===== src/rtl/rat_shot_ctrl.sv =====
// rat_shot_ctrl: slot allocator and rollback sequencer for the RAT snapshot store.
// Slots are a circular queue (head = oldest, tail = next to hand out). Up to
// four rename lanes are granted per cycle in lane order. Retire frees the
// oldest slot. Rollback frees a slot and everything younger, then drives a
// read / restore handshake toward the storage array and the RAT.
module rat_shot_ctrl #(
   parameter int SLOTS = 8
) (
   input  logic                       clk,
   input  logic                       reset,
   input  logic                       alloc_req_a,
   input  logic                       alloc_req_b,
   input  logic                       alloc_req_c,
   input  logic                       alloc_req_d,
   output logic                       alloc_gnt_a,
   output logic                       alloc_gnt_b,
   output logic                       alloc_gnt_c,
   output logic                       alloc_gnt_d,
   output logic [$clog2(SLOTS)-1:0]   alloc_id_a,
   output logic [$clog2(SLOTS)-1:0]   alloc_id_b,
   output logic [$clog2(SLOTS)-1:0]   alloc_id_c,
   output logic [$clog2(SLOTS)-1:0]   alloc_id_d,
   input  logic [1:0]                 rob_kill,
   input  logic [7:0]                 rob_kill_name,
   output logic                       shot_rd_en,
   output logic [$clog2(SLOTS)-1:0]   shot_rd_idx,
   output logic                       rob_kill_start,
   output logic [SLOTS-1:0]           slot_valid,
   output logic [$clog2(SLOTS):0]     free_cnt,
   output logic                       ctrl_err
);

   localparam int IDW = $clog2(SLOTS);
   localparam logic [IDW:0] SLOTS_C = (IDW+1)'(SLOTS);

   typedef enum logic [1:0] {
      ST_IDLE    = 2'd0,
      ST_RD      = 2'd1,
      ST_RESTORE = 2'd2
   } state_t;

   state_t           state_r;
   logic [IDW-1:0]   head_r;
   logic [IDW-1:0]   tail_r;
   logic [IDW:0]     count_r;

   logic [3:0]       req_s;
   logic [3:0]       gnt_s;
   logic [IDW-1:0]   id_s [4];
   logic [2:0]       gnt_cnt_s;
   logic             stop_s;
   logic [IDW:0]     used_s;
   logic             blocked_s;

   logic             retire_req_s;
   logic             rb_req_s;
   logic             bad_kill_s;
   logic [IDW-1:0]   kill_id_s;
   logic             kill_hit_s;
   logic             retire_ok_s;
   logic             rb_ok_s;
   logic             err_s;

   logic [IDW-1:0]   head_n_s;
   logic [IDW-1:0]   tail_n_s;
   logic [IDW:0]     count_n_s;
   logic [IDW-1:0]   rb_cnt_s;
   logic [IDW-1:0]   off_s;
   logic [SLOTS-1:0] valid_n_s;

   // Upper name bits carry no slot information.
   logic             unused_name_s;
   assign unused_name_s = ^rob_kill_name[7:IDW];

   assign req_s       = {alloc_req_d, alloc_req_c, alloc_req_b, alloc_req_a};
   assign alloc_gnt_a = gnt_s[0];
   assign alloc_gnt_b = gnt_s[1];
   assign alloc_gnt_c = gnt_s[2];
   assign alloc_gnt_d = gnt_s[3];
   assign alloc_id_a  = id_s[0];
   assign alloc_id_b  = id_s[1];
   assign alloc_id_c  = id_s[2];
   assign alloc_id_d  = id_s[3];

   // Decode the ROB command and judge whether it is legal against current state.
   always_comb begin
      retire_req_s = 1'b0;
      rb_req_s     = 1'b0;
      bad_kill_s   = 1'b0;
      case (rob_kill)
         2'b01:   retire_req_s = 1'b1;
         2'b10:   rb_req_s     = 1'b1;
         2'b11:   bad_kill_s   = 1'b1;
         default: bad_kill_s   = 1'b0;
      endcase
      kill_id_s   = rob_kill_name[IDW-1:0];
      kill_hit_s  = slot_valid[kill_id_s];
      retire_ok_s = retire_req_s & (kill_id_s == head_r) & kill_hit_s;
      rb_ok_s     = rb_req_s & (state_r == ST_IDLE) & kill_hit_s;
      err_s       = (retire_req_s & ~retire_ok_s) | (rb_req_s & ~rb_ok_s) | bad_kill_s;
   end

   // Prefix grant walk: lanes in order, stop at the first refused requester.
   always_comb begin
      blocked_s = ~reset | (state_r != ST_IDLE) | rb_req_s;
      gnt_s     = 4'b0000;
      gnt_cnt_s = 3'd0;
      stop_s    = 1'b0;
      used_s    = count_r;
      for (int i = 0; i < 4; i++) begin
         id_s[i] = tail_r + IDW'(gnt_cnt_s);
         used_s  = count_r + (IDW+1)'(gnt_cnt_s);
         if (blocked_s) begin
            gnt_s[i] = 1'b0;
         end else if (req_s[i] && !stop_s) begin
            if (used_s < SLOTS_C) begin
               gnt_s[i]  = 1'b1;
               gnt_cnt_s = gnt_cnt_s + 3'd1;
            end else begin
               stop_s = 1'b1;
            end
         end else begin
            gnt_s[i] = 1'b0;
         end
      end
   end

   // Next pointers, occupancy and valid bitmap from retire, rollback and grants.
   always_comb begin
      rb_cnt_s = kill_id_s - head_r;
      if (retire_ok_s) begin
         head_n_s = head_r + IDW'(1);
      end else begin
         head_n_s = head_r;
      end
      if (rb_ok_s) begin
         tail_n_s  = kill_id_s;
         count_n_s = {1'b0, rb_cnt_s};
      end else begin
         tail_n_s  = tail_r + IDW'(gnt_cnt_s);
         count_n_s = count_r + (IDW+1)'(gnt_cnt_s) - (IDW+1)'(retire_ok_s);
      end
      off_s = '0;
      for (int i = 0; i < SLOTS; i++) begin
         off_s        = IDW'(i) - head_n_s;
         valid_n_s[i] = ({1'b0, off_s} < count_n_s);
      end
   end

   // Queue state, sticky error and the rollback read/restore sequencer.
   always_ff @(posedge clk) begin
      if (!reset) begin
         state_r        <= ST_IDLE;
         head_r         <= '0;
         tail_r         <= '0;
         count_r        <= '0;
         slot_valid     <= '0;
         free_cnt       <= SLOTS_C;
         shot_rd_en     <= 1'b0;
         shot_rd_idx    <= '0;
         rob_kill_start <= 1'b0;
         ctrl_err       <= 1'b0;
      end else begin
         head_r     <= head_n_s;
         tail_r     <= tail_n_s;
         count_r    <= count_n_s;
         slot_valid <= valid_n_s;
         free_cnt   <= SLOTS_C - count_n_s;
         ctrl_err   <= ctrl_err | err_s;
         case (state_r)
            ST_IDLE: begin
               rob_kill_start <= 1'b0;
               if (rb_ok_s) begin
                  state_r     <= ST_RD;
                  shot_rd_en  <= 1'b1;
                  shot_rd_idx <= kill_id_s;
               end else begin
                  state_r     <= ST_IDLE;
                  shot_rd_en  <= 1'b0;
               end
            end
            ST_RD: begin
               state_r        <= ST_RESTORE;
               shot_rd_en     <= 1'b0;
               rob_kill_start <= 1'b1;
            end
            ST_RESTORE: begin
               state_r        <= ST_IDLE;
               shot_rd_en     <= 1'b0;
               rob_kill_start <= 1'b0;
            end
            default: begin
               state_r        <= ST_IDLE;
               shot_rd_en     <= 1'b0;
               rob_kill_start <= 1'b0;
            end
         endcase
      end
   end

endmodule


===== config.mk =====
export PLATFORM = sky130hd
export DESIGN_NAME = rat_shot_ctrl
export DESIGN_NICKNAME = d
export VERILOG_FILES = /design/src/rtl/rat_shot_ctrl.sv
export SDC_FILE = /design/constraint.sdc
export NUM_CORES = 1
export LEC_CHECK = 0
export BUFFER_PORTS_ARGS = -buffer_cell sky130_fd_sc_hd__clkbuf_2
export CAP_MARGIN = 20
export CELL_PAD_IN_SITES_DETAIL_PLACEMENT = 1
export CELL_PAD_IN_SITES_GLOBAL_PLACEMENT = 1
export CORE_ASPECT_RATIO = 0.5
export CORE_UTILIZATION = 40
export DETAILED_ROUTE_END_ITERATION = 12
export PLACE_DENSITY_LB_ADDON = 0.1
export SYNTH_ARGS = -nofsm -noshare
export SYNTH_HDL_FRONTEND = slang
export SYNTH_SLANG_ARGS = --single-unit

===== constraint.sdc =====
create_clock -name clk -period 24.8 [get_ports clk]
set_clock_uncertainty 0.05 [all_clocks]
set_input_delay 4.96 -clock clk [delete_from_list [all_inputs] [get_ports clk]]
set_output_delay 4.96 -clock clk [all_outputs]
set_load 0.01 [all_outputs]

# == After elaboration in Yosys (flattened, before gate mapping) ==
# Cells that the tools add are included.
# totals
output_inout_bits,34
reg_bits,30
wordCells,120
inputBits,16
# classes
bitwise_logic,14
n_eq_ne,5
addsub,23
n_lt_le_gt_ge,13
reduce_logical,10
n_mux,45
# ops
op,count
3-bit 2-to-1 mux,11
3-bit by 4-bit < comparator with 1-bit output,8
1-bit 2-to-1 mux,31
4-bit by 3-bit adder with 4-bit output,4
4-bit < comparator (second input constant),4
3-bit by 1-bit adder with 3-bit output (second input constant),4
3-bit adder,4
3-bit subtractor (first input constant),4
1-bit AND,6
1-bit by 3-bit subtractor with 3-bit output (first input constant),2
2-bit by 3-bit subtractor with 3-bit output (first input constant),2
1-bit OR,5
2-bit by 1-bit == test with 1-bit output (second input constant),2
2-bit == test (second input constant),2
3-bit by 4-bit < comparator with 1-bit output (second input constant),1
4-bit 2-to-1 mux,1
2-bit case mux with 2 select lines,1
2-bit AND reduction,2
4-bit by 1-bit subtractor with 4-bit output,1
4-bit subtractor (first input constant),1
1-bit binary-select mux with 3-bit select,1
3-bit == test,1
1-bit logical AND,3
1-bit logical NOT,3
4 further kinds,6

# == Logic depth before layout (Yosys ltp) ==
# depth
depth_word,23
mapped_depth,35
depth_no_buf,33

# == Worst setup path after synthesis ==
# Ideal clock, no wire load.
# synth_timing
path_type,input to output
startpoint,input port reset
endpoint,output port alloc_gnt_d
n_path_buf,2
stages,20
setup_slack_ps,10609
required_time_ps,19790
arrival_ps,9181
cell_sequence,nor3b_1 > and2_1 > buf_2 > clkbuf_1 > and3_1 > ha_1 > and4_1 > ha_1 > and4_1 > a2111oi_2 > o22a_1 > mux2i_1 > nand2b_1 > inv_1 > ha_1 > a21o_1 > nor4_1 > nor3_1 > o21ai_1 > nor2_1
# synth_via
elab_chain_len,19
word_cells_on_any_way,34
classes_between,5 x add/sub; 3 x order compare; 17 x mux; 3 x bitwise; 6 x reduce/logical
# synth_rtl
element,line,source
start: declaration,10,"input logic reset,"
1-bit NOT (*),105,blocked_s = ~reset | (state_r != ST_IDLE) | rb_req_s;
1-bit OR (*) (2 in series),105,
1-bit 2-to-1 mux,113,if (blocked_s) begin
4-bit by 3-bit adder with 4-bit output,112,used_s = count_r + (IDW+1)'(gnt_cnt_s);
4-bit < comparator,116,if (used_s < SLOTS_C) begin
3-bit 2-to-1 mux,116,
3-bit 2-to-1 mux,115,end else if (req_s[i] && !stop_s) begin
3-bit 2-to-1 mux,113,
[2 not listed],--,
3-bit 2-to-1 mux,116,
3-bit 2-to-1 mux,115,
3-bit 2-to-1 mux,113,
4-bit by 3-bit adder with 4-bit output,112,
4-bit < comparator,116,
1-bit 2-to-1 mux,116,
1-bit 2-to-1 mux,115,
1-bit 2-to-1 mux (*),113,
end: declaration,18,"output logic alloc_gnt_d,"
# Every way passes the cells marked *; elsewhere a longest branch is shown, timed or not.

# == Final worst setup path ==
# Same ends and word-level chain as after synthesis.

==> run_results.csv <==
group,metric,value,unit
outcome,outcome,"completed",
synth,synth_largest_area_cell,"dfxtp_1",
place,gp_congestion,0.7502,
clocking,cts_made_buffers,3,
setup_path,slowest_delay,550,ps
floorplanning,start_util,41.70,%
setup_path,cp-start-kind,"input pin",
run,maxCapViolCount,0,
sta,setup_slack,9496,ps
floorplanning,core_region_area,5515,um2
synth,synthTopCellsByArea,"dfxtp_1 (24%), ha_1 (15%), xnor2_1 (5.3%), inv_1 (4.4%), fa_1 (4.4%)",
floorplanning,die_area,6075,um2
sta,rsz0062_at_grt,"false",
route,drtIter0Drc,94,
setup_path,path_max_fanout,16,
sta,tightest_slew,708.0,ps
setup_path,end_kind,"output pin",
clocking,cts_buffer_depth,2,
sta,fin_setup_tns,0,ps
synth,avgSynthCellArea,8.646,um2
route,wl_per_cell,15.04,um
setup_path,r2r_start,"rob_kill_start",
synth,synth_top_area_share,24.37,%
finish,n_antenna_cell,0,
pwr,vdd.ir_drop.worst,0.00005283,V
route,drt-total-wl,5702,um
grt,antenna_found_initial,0,
floorplanning,boundaryPins,50,
clocking,clk_pin_slew,70,ps
route,ant_nets,0,
grt,grt.overflow.total,0,
place,dp_cells,375,
synth,ys_seq_area_share,24.37,%
sta,setup_viol_count_final,0,
floorplanning,dieWidth,109.2,um
synth,netlist_area,2300,um2
finish,layout.nets,355,
grt,track_usage,19.84,%
setup_path,arrival,10290,ps
synth,synthFlopType,"dfxtp_1",
sta,fmax,65.34,MHz
floorplanning,fp.dieH,55.62,um
clocking,cts_resized,0,
sta,hold_viol,0,
clocking,postCtsSetupRepairBufs,0,
route,vias,1991,
pwr,p_leak,1.273,nW
setup_path,crit_slowest_cell,"and2_1",
worst_hold_path,min-delay-start,"shot_rd_idx[0]",
route,drt_drc_violations_left,0,
clocking,cts_tree,"built",
setup_path,cp-startpoint,"reset",
sta,drv_slew,0,
synth,ys_top_cells_by_count,"dfxtp_1 (28), ha_1 (27), inv_1 (27), nand2_1 (26), nor2_1 (25)",
clocking,cts.hold.buffers_added,0,
synth,async_flop_share,0,%
grt,grt_pass1_vias,1981,
worst_hold_path,hp-class,"flop to flop",
synth,syn_nets,314,
grt,grt_max_degree,23,
route,dr.pass1.iters,4,
clocking,cts_max_level,1,
synth,postSynthCellCount,266,
sta,period_needed,15300,ps
setup_path,cp_cell_sequence,"clkbuf_2 > nor3b_1 > and2_1 > and3_1 > ha_1 > and4_1 > ha_1 > and4_1 > a2111oi_2 > o22a_1 > mux2i_1 > nand2b_1 > inv_1 > ha_1 > a21o_1 > nor4_1 > nor3_1 > o21ai_1 > nor2_1 > clkbuf_2",
clocking,insertion_delay,260,ps
place,dp_hpwl,4704,um
synth,synth_cell_types,56,
finish,drive_gt1_share,19.61,%
grt,grt_pass1_wl,9528,um
setup_path,path_common_cell,"ha_1",
place,portBuffers,44,
finish,final_cells,379,
route,via_per_inst,5.253,
finish,area_delta_synth_final,16.54,%
synth,yosys.cell_count.top_type,"dfxtp_1",
synth,synth_edf_count,0,
pwr,power_density,98.98,nW/um2
floorplanning,rows,19,
synth,yosysWarnings,0,
clocking,cts_root_buf,"clkbuf_16",
place,pre_cts_slack,9526,ps
setup_path,criticalPathCategory,"input pin to output pin",
synth,synth_seq_cells,28,
clocking,clock-sinks,28,
sta,fin_crit_sh,61.71,%
setup_path,required,19790,ps
sta,slew_headroom,52.75,%
## state kept, by name (all words and copies together) (netlist names)
register        cells
slot_valid          8
free_cnt            4
count_r             3
head_r              3
shot_rd_idx         3
tail_r              3
ctrl_err            1
rob_kill_start      1
shot_rd_en          1
state_r             1
## layer usage
metal  global-route usage, %  wire [um]  up-vias
li1                        -          -     1006
met1                   27.37       2828      956
met2                   34.41       2735       25
met3                   2.225        117        4
met4                   2.286         20        0
met5                       0          0        -
## layout make-up
type	instances	area [um2]
sequential	28	560.5
fill	667	2835
clock buffer	3	75.07
clock inverter	1	30.03
tap	73	91.34
multi-input combinational	203	1602
inverter	27	101.3
timing repair buffer	44	220.2
## worst max-delay path: cells and delay by family
family | cells | cell delay [ps]
AO/OA/AOI/OAI | 4 | 1350
multiplexers | 1 | 180
AND/OR/NAND/NOR | 9 | 2670
adder cells (fa/ha/maj) | 3 | 650
buffers and inverters | 3 | 460
## cell families (layout without fill, tap and decap cells)
| kind of cell | count (synthesis) | count (layout) | synth area share [%] |
|---|---|---|---|
| compound gates | 49 | 49 | 14.80 |
| xor+xnor | 20 | 20 | 7.617 |
| fa+ha+maj | 36 | 36 | 20.95 |
| buf+inv | 35 | 75 | 5.985 |
| flops | 28 | 28 | 24.37 |
| mux | 10 | 10 | 6.529 |
| simple gates | 88 | 88 | 19.75 |
## cells in the final DEF (no fill, tap or decap), drive strengths merged, types with 3 or more instances in the layout
master	synthesis	layout
maj3	4	4
a21o	5	5
and3	3	3
nand3	5	5
inv	27	27
xor2	6	6
o21a	4	4
nand2b	4	4
a21oi	17	17
nor3	3	3
fa	5	5
mux2i	7	7
and4	3	3
o21ai	3	3
dfxtp	28	28
nor2	25	25
ha	27	27
and2	7	7
clkbuf	5	47
xnor2	14	14
nand2	26	26
## power breakdown
part / total, mW / switching, mW / internal (mW)
Combinational: 0.149 / 0.0862 / 0.0632
Clock: 0.0480 / 0.0158 / 0.0322
Sequential: 0.0679 / 0.0102 / 0.0577
## through the flow
| step | util, % | total power, mW | hold slack (ps) | cell area (um2) |
|---|---|---|---|---|
| after floorplan | - | 0.1766 | 430.5 | 2300 |
| after global placement | 46.69 | 0.2150 | 395.0 | 2575 |
| after detailed placement | 46.69 | 0.2196 | 410.1 | 2575 |
| after CTS | 48.59 | 0.2692 | 417.6 | 2680 |
| after global routing | 48.59 | 0.2888 | 441.8 | 2680 |
| final | 48.59 | 0.2653 | 417.4 | 2680 |
## final timing paths
check	depth (start not counted)	endpoint	slack (ps)
max	20	alloc_gnt_d	9500
min	2	shot_rd_idx[0]	420
max reg2reg	30	slot_valid[5]	16720
min reg2reg	2	shot_rd_idx[0]	420
(Power assumes the default switching activity.)
